<file path="src/rtl/cond_branch_unit.sv">
// Conditional branch resolver: pairs a branch request with one captured comparator
// flag set, evaluates the condition code and hands the decision to a consumer.
module cond_branch_unit #(
  parameter int CW = 16
) (
  input  logic          clk,
  input  logic          rst_n,
  input  logic          flag_valid,
  output logic          flag_ready,
  input  logic          flag_r,
  input  logic          flag_z,
  input  logic          flag_n,
  input  logic          br_valid,
  output logic          br_ready,
  input  logic [2:0]    br_cond,
  input  logic [31:0]   br_target,
  output logic          take_valid,
  input  logic          take_ready,
  output logic          take,
  output logic [31:0]   take_target,
  output logic [CW-1:0] resolved_cnt,
  output logic [CW-1:0] taken_cnt
);

  typedef enum logic [1:0] {IDLE, WAIT, EVAL, RESP} state_t;

  state_t      state, state_next;
  logic        stat_r, stat_z, stat_n, stat_valid;
  logic [2:0]  cond;
  logic [31:0] target;
  logic        capture, accept, handshake, cond_met;

  assign flag_ready = (state == IDLE) || (state == WAIT);
  assign br_ready   = (state == IDLE);
  assign capture    = flag_valid && flag_ready;
  assign accept     = br_valid && br_ready;
  assign handshake  = (state == RESP) && take_valid && take_ready;

  // Flags captured on the accepting edge are already registered by EVAL.
  always_comb begin
    cond_met = 1'b0;
    case (cond)
      3'b000:  cond_met = 1'b1;
      3'b001:  cond_met = stat_r;
      3'b010:  cond_met = !stat_r;
      3'b011:  cond_met = stat_z;
      3'b100:  cond_met = !stat_z;
      3'b101:  cond_met = stat_n;
      3'b110:  cond_met = !stat_n;
      default: cond_met = 1'b0;
    endcase
  end

  always_comb begin
    state_next = state;
    case (state)
      IDLE: if (accept) state_next = (stat_valid || capture) ? EVAL : WAIT;
      WAIT: if (capture) state_next = EVAL;
      EVAL: state_next = RESP;
      RESP: if (handshake) state_next = IDLE;
      default: state_next = IDLE;
    endcase
  end

  always_ff @(posedge clk or negedge rst_n) begin
    if (!rst_n) state <= IDLE;
    else        state <= state_next;
  end

  // A capture in IDLE simply overwrites flags not yet consumed.
  always_ff @(posedge clk or negedge rst_n) begin
    if (!rst_n) begin
      stat_r     <= 1'b0;
      stat_z     <= 1'b0;
      stat_n     <= 1'b0;
      stat_valid <= 1'b0;
    end else if (capture) begin
      stat_r     <= flag_r;
      stat_z     <= flag_z;
      stat_n     <= flag_n;
      stat_valid <= 1'b1;
    end else if (state == EVAL) begin
      stat_valid <= 1'b0;
    end
  end

  always_ff @(posedge clk or negedge rst_n) begin
    if (!rst_n) begin
      cond   <= 3'b000;
      target <= 32'h0;
    end else if (accept) begin
      cond   <= br_cond;
      target <= br_target;
    end
  end

  always_ff @(posedge clk or negedge rst_n) begin
    if (!rst_n) begin
      take_valid   <= 1'b0;
      take         <= 1'b0;
      take_target  <= 32'h0;
      resolved_cnt <= '0;
      taken_cnt    <= '0;
    end else if (state == EVAL) begin
      take_valid  <= 1'b1;
      take        <= cond_met;
      take_target <= target;
    end else if (handshake) begin
      take_valid   <= 1'b0;
      resolved_cnt <= resolved_cnt + 1'b1;
      taken_cnt    <= taken_cnt + {{(CW-1){1'b0}}, take};
    end
  end

endmodule

</file>
<file path="config.mk">
export PLATFORM = sky130hd
export DESIGN_NAME = cond_branch_unit
export DESIGN_NICKNAME = d
export VERILOG_FILES = /design/src/rtl/cond_branch_unit.sv
export SDC_FILE = /design/constraint.sdc
export NUM_CORES = 1
export LEC_CHECK = 0
export ABC_AREA = 1
export CAP_MARGIN = 20
export CORE_MARGIN = 3
export CORE_UTILIZATION = 30
export DETAILED_ROUTE_END_ITERATION = 16
export PLACE_DENSITY = 0.61
export SYNTH_ARGS = -nofsm -noshare
export SYNTH_HDL_FRONTEND = slang
export SYNTH_SLANG_ARGS = --single-unit
</file>
<file path="constraint.sdc">
create_clock -name clk -period 2.3 [get_ports clk]
set_clock_uncertainty 0.15 [all_clocks]
set_input_delay 0.46 -clock clk [delete_from_list [all_inputs] [get_ports clk]]
set_output_delay 0.46 -clock clk [all_outputs]
set_load 0.005 [all_outputs]
</file>
# Word-level counts from Yosys, hierarchy flattened
# Index checks and enable logic that the tools add are counted.
[op_classes]
n_addsub = 2
n_eq_ne = 12
mux = 10
n_bitwise = 1
reduce_logical = 15
[op_table]
columns = ["op", "count"]
rows = [
  ["$add 16x1->16", 1],
  ["$add 16x1->16 const B", 1],
  ["$eq 3x3->1 const B", 3],
  ["$mux 2", 4],
  ["$pmux 2 s4", 1],
  ["$pmux 1 s7", 1],
  ["$eq 3x2->1 const B", 2],
  ["$eq 2x2->1 const B", 2],
  ["$logic_and 1x1->1", 4],
  ["$mux 1", 4],
  ["$ne 2x2->1 const B", 2],
  ["$reduce_bool 2->1", 2],
  ["$eq 3x1->1 const B", 1],
  ["$logic_not 1->1", 3],
  ["$logic_not 3->1", 1],
  ["$reduce_and 3->1", 1],
  ["$eq 2x1->1 const B", 1],
  ["$logic_not 2->1", 1],
  ["$logic_or 1x1->1", 2],
  ["$ne 2x1->1 const B", 1],
  ["$reduce_and 2->1", 1],
  ["$not 1->1", 1],
]
[word_totals]
regBits = 107
inputBits = 43
out_inout_bits = 68
wordCells = 52

# Logic depth before layout (Yosys ltp)
# Gate-level depths: netlist of the first run.
[logic_depth]
depth_word = 7
mapped_depth = 11
ltp_nobuf = 9

# Worst setup path before layout of the first run
# No wires, ideal clock.
[synth_path]
kind = "register -> register"
startpoint = "register state[0]"
endpoint = "register cond[2]"
setup_time_ns = 0.125
arrival_ns = 1.401
required_time_ns = 2.025
path_slack_ns = 0.624
stages_incl_launch_ff = 6
n_path_buf = 1
synth_period_minus_slack_ns = 1.676
cell_sequence = "dfrtp_1 inv_1 ha_1 nand2_2 buf_2 mux2_2"
[synth_via]
elab_chain_cells = 2
[synth_lines]
columns = ["item", "line", "source"]
rows = [
  ["start: declaration", "27", "state_t state, state_next;"],
  ["start signal: assignment", "67", "else state <= state_next;"],
  ["$logic_not 2->1", "34", "assign br_ready = (state == IDLE);"],
  ["named net br_ready", "14", "output logic br_ready,"],
  ["$logic_and 1x1->1", "36", "assign accept = br_valid && br_ready;"],
  ["end signal: assignment", "92", "cond <= br_cond;"],
  ["end: declaration", "29", "logic [2:0] cond;"],
]
# The timed path passes the listed nets, and every way through them passes these cells.
# A chain may end at the register's enable or synchronous reset.

# Final worst setup path of the first run
[layout_path]
startpoint = "register state[0]"
endpoint = "output br_ready"
[layout_via]
elab_chain_cells = 1
[layout_lines]
columns = ["item", "line"]
rows = [
  ["$logic_not 2->1", "34"],
  ["end: declaration", "14"],
]
# No other way between the ends.

==> reports/qor.csv, run 1 <==
metric,value,unit
Crit path largest cell delay,0.52,ns
pin count of the biggest net entering global routing,56,
CTS tree,yes,
final worst-path cycle share,0.948,
Net Sw Frac,0.320,
Initial Utilization,0.313,
core outline area,14800,um2
# Post-CTS Setup Buffers,0,
post-route cell area,6300,um2
# diodes,0,
Routed met2 length,4870,um
status,finished clean,
clock power share,0.214,
Die Ht,130,um
GRT Resource Usage Total,0.130,
chip width,130,um
via/cell ratio,4.50,
register bit count reported by yosys,107,
Worst Tran Pin Value,0.416,ns
first-pass GRT wire length,17300,um
critical path data required time,1.69,ns
warnings from Yosys,0,
Hold/Removal Path Class,reg2reg,
prevailing post-synth register cell,dfrtp_1,
H-tree levels,3,
Detailed Route WL,10500,um
mean post-synth cell area,9.92,um2
post-synthesis async set-or-reset flop share,1.00,
placed inst area,5990,um2
WL per Instance,13.5,um
Antenna Violating Nets Remaining,0,
die area,17000,um2
cell family with most CP delay,buffers and inverters,
Area Growth Syn to Fin,36.1,%
clock slew at reported path FFs,0.08,ns
Row Count,44,
Hold Crit Depth,2,
metal3 WL,612,um
Initial DRT Pass Iterations,4,
placed insts,756,
Critical Path AT,1.57,ns
ranking of synthesized cells by area,"dfrtp_1 58%, nand2_1 15%, mux2_2 8.8%",
Worst Reg2Reg Path Length in Cells,7,
Worst VDD drop,0.000527,V
total power,7.00,mW
DRT iter0 DRCs,119,
Post-Synthesis Cells,467,
Commonest cells post-synth,"179 x nand2_1, 107 x dfrtp_1, 36 x mux2_2, 33 x inv_1, 23 x nor2_1",
"Seq/Total Area, Yosys",0.578,
reg2reg start,state[0],
RSZ-0062 raised after global routing,no,
crit-path cells,inv_2 > ha_4 > clkdlybuf4s50_1,
Reg power frac,0.430,
minimum clock period,2.18,ns
Worst Hold End,take_target[1],
worst-skew pair later-pin latency,0.35,ns
LEAKAGE,2.88,nW
vias in the first global route,3524,
non-filler cells in the finished layout,773,
r2r setup slk,0.44,ns
Final Hold Viols,0,
DR DRC count,0,
initial antenna violation count,0,
Slew Limit Headroom,0.723,
Max-Cap Viols,0,
Filler cells,1426,
highest routed layer,met4,
met1 wire length,4820,um
post-synthesis cell area,4630,um2
nets,634,
max-slew violations,0,
top-count cell post-synth,nand2_1,
fmax,459,MHz
CTS Root Cell,clkbuf_16,
gpl congestion,0.750,
Syn Nets,517,
combinational power share,0.356,
Post-synth EDFFs,0,
net load switching power,2.24,mW
critical hold path startpoint,target[1],
CP Buf/Inv Count,2,
CTS Sinks,107,
Clock Tree Buf Depth,2,
setup TNS,0,ns
internal power,4.76,mW
Vias,3480,
Worst R2R End,resolved_cnt[7],
Synth top area share,0.578,
DP Wirelength,7510,um
layout cells sized above 1,0.129,
total CTS buffers,9,
slowest CP cell,clkdlybuf4s50_1,
PD cells,1110,nW/um2
total grt overflow,0,
CP Class,reg2out,
kind of end point of the critical path,primary output,
CP Launch Type,register,
CP Max Fanout,5,
I/O pin total,111,
final setup violation count,0,
CP Depth,3,
library cells used by synthesis,28,
dominant cell type by area after synthesis,dfrtp_1,
IO Port Bufs,110,
registers in the layout (all words and copies together), names as in the netlist:
signal	count
take_valid	1
take	1
take_target	32
stat_r	1
resolved_cnt	16
stat_valid	1
cond	3
target	32
taken_cnt	16
stat_z	1
state	2
stat_n	1
placed cells by master, fill, tap and decap left out:
cell / instances
a21oi_1: 4
buf_12: 4
buf_4: 4
clkbuf_16: 9
clkbuf_8: 2
clkdlybuf4s50_1: 108
clkinv_2: 1
clkinv_4: 3
clkinvlp_4: 2
dfrtp_1: 107
dlygate4sd2_1: 1
dlygate4sd3_1: 1
ha_1: 6
ha_4: 1
inv_1: 31
inv_2: 2
mux2_2: 36
nand2_1: 179
nand2_2: 1
nand3_1: 14
nand3_2: 2
nand3_4: 1
nand3b_1: 1
nand4_1: 8
nand4_4: 1
nor2_1: 23
nor2_2: 4
nor2_4: 3
nor3_1: 2
o211ai_1: 2
o21a_1: 1
o21ai_0: 5
o21bai_1: 2
o22ai_1: 1
xnor2_1: 11
xor2_1: 6
metal layers:
metal | up-vias | global-route usage
met5 | - | 0
li1 | 1714 | -
met2 | 84 | 0.205
met3 | 11 | 0.0389
met4 | 0 | 0.0495
met1 | 1671 | 0.167
worst reg2reg max path, cell delays in order, from the launching register on:
cell	delay (ns)
dfrtp_1	0.40
inv_2	0.08
ha_1	0.30
clkinv_4	0.09
nand4_4	0.24
nor2_4	0.28
nand2_1	0.09
xnor2_1	0.13
cell type report:
cell class | count | area (um2) | share of cell area
tap | 184 | 230 | 0.0365
timing repair buffer | 118 | 1210 | 0.192
clock inverter | 5 | 37.5 | 0.00595
multi-input combinational | 314 | 1760 | 0.280
inverter | 34 | 133 | 0.0210
sequential | 107 | 2680 | 0.425
clock buffer | 11 | 253 | 0.0401
cells by family after synthesis:
logic type	after synthesis	synth area share
compound gates	15	0.0192
buf+inv	46	0.0440
mux	36	0.0875
fa+ha+maj	7	0.0189
flops	107	0.578
simple gates	239	0.220
xor+xnor	17	0.0321
power groups by stage:
stage	clock [mW]	combinational, mW	sequential [mW]
2_1_floorplan	0	1.34	2.98
3_3_place_gp	0	2.46	3.03
3_5_place_dp	0	2.53	3.05
4_1_cts	1.55	2.55	3.02
5_1_grt	1.62	2.82	3.12
6_report	1.50	2.49	3.01
how the worst max path moves through the flow:
stage | start | endpoint | slack (ns)
2_1_floorplan | state[0] | cond[2] | 0.62
3_3_place_gp | take_ready | taken_cnt[14] | 0.16
3_5_place_dp | take_ready | resolved_cnt[6] | 0.12
4_1_cts | state[0] | br_ready | 0.10
5_1_grt | state[0] | br_ready | 0.05
6_report | state[0] | br_ready | 0.12
through the flow:
| step | setup slack, ns | hold slack [ns] | utilization |
|---|---|---|---|
| 2_1_floorplan | 0.624 | 0.0144 | - |
| 3_3_place_gp | 0.165 | 0.301 | 0.405 |
| 3_5_place_dp | 0.117 | 0.303 | 0.405 |
| 4_1_cts | 0.103 | 0.320 | 0.426 |
| 5_1_grt | 0.0470 | 0.343 | 0.426 |
| 6_report | 0.120 | 0.322 | 0.426 |
what timing repair did:
action	in CTS	in global routing
hold endpoints to repair	107	0
hold buffers	1	0
setup endpoints to repair	2	0
resized for setup	5	0
No activity file was read; power rests on OpenSTA's default activity.
==> inputs of run 2 (changes only) <==
CTS_CLUSTER_DIAMETER = 60   (was not set)
SETUP_SLACK_MARGIN = 0.02   (was not set)
==> results of run 2 <==
The final DEF is identical to that of run 1; final timing and power are the same.
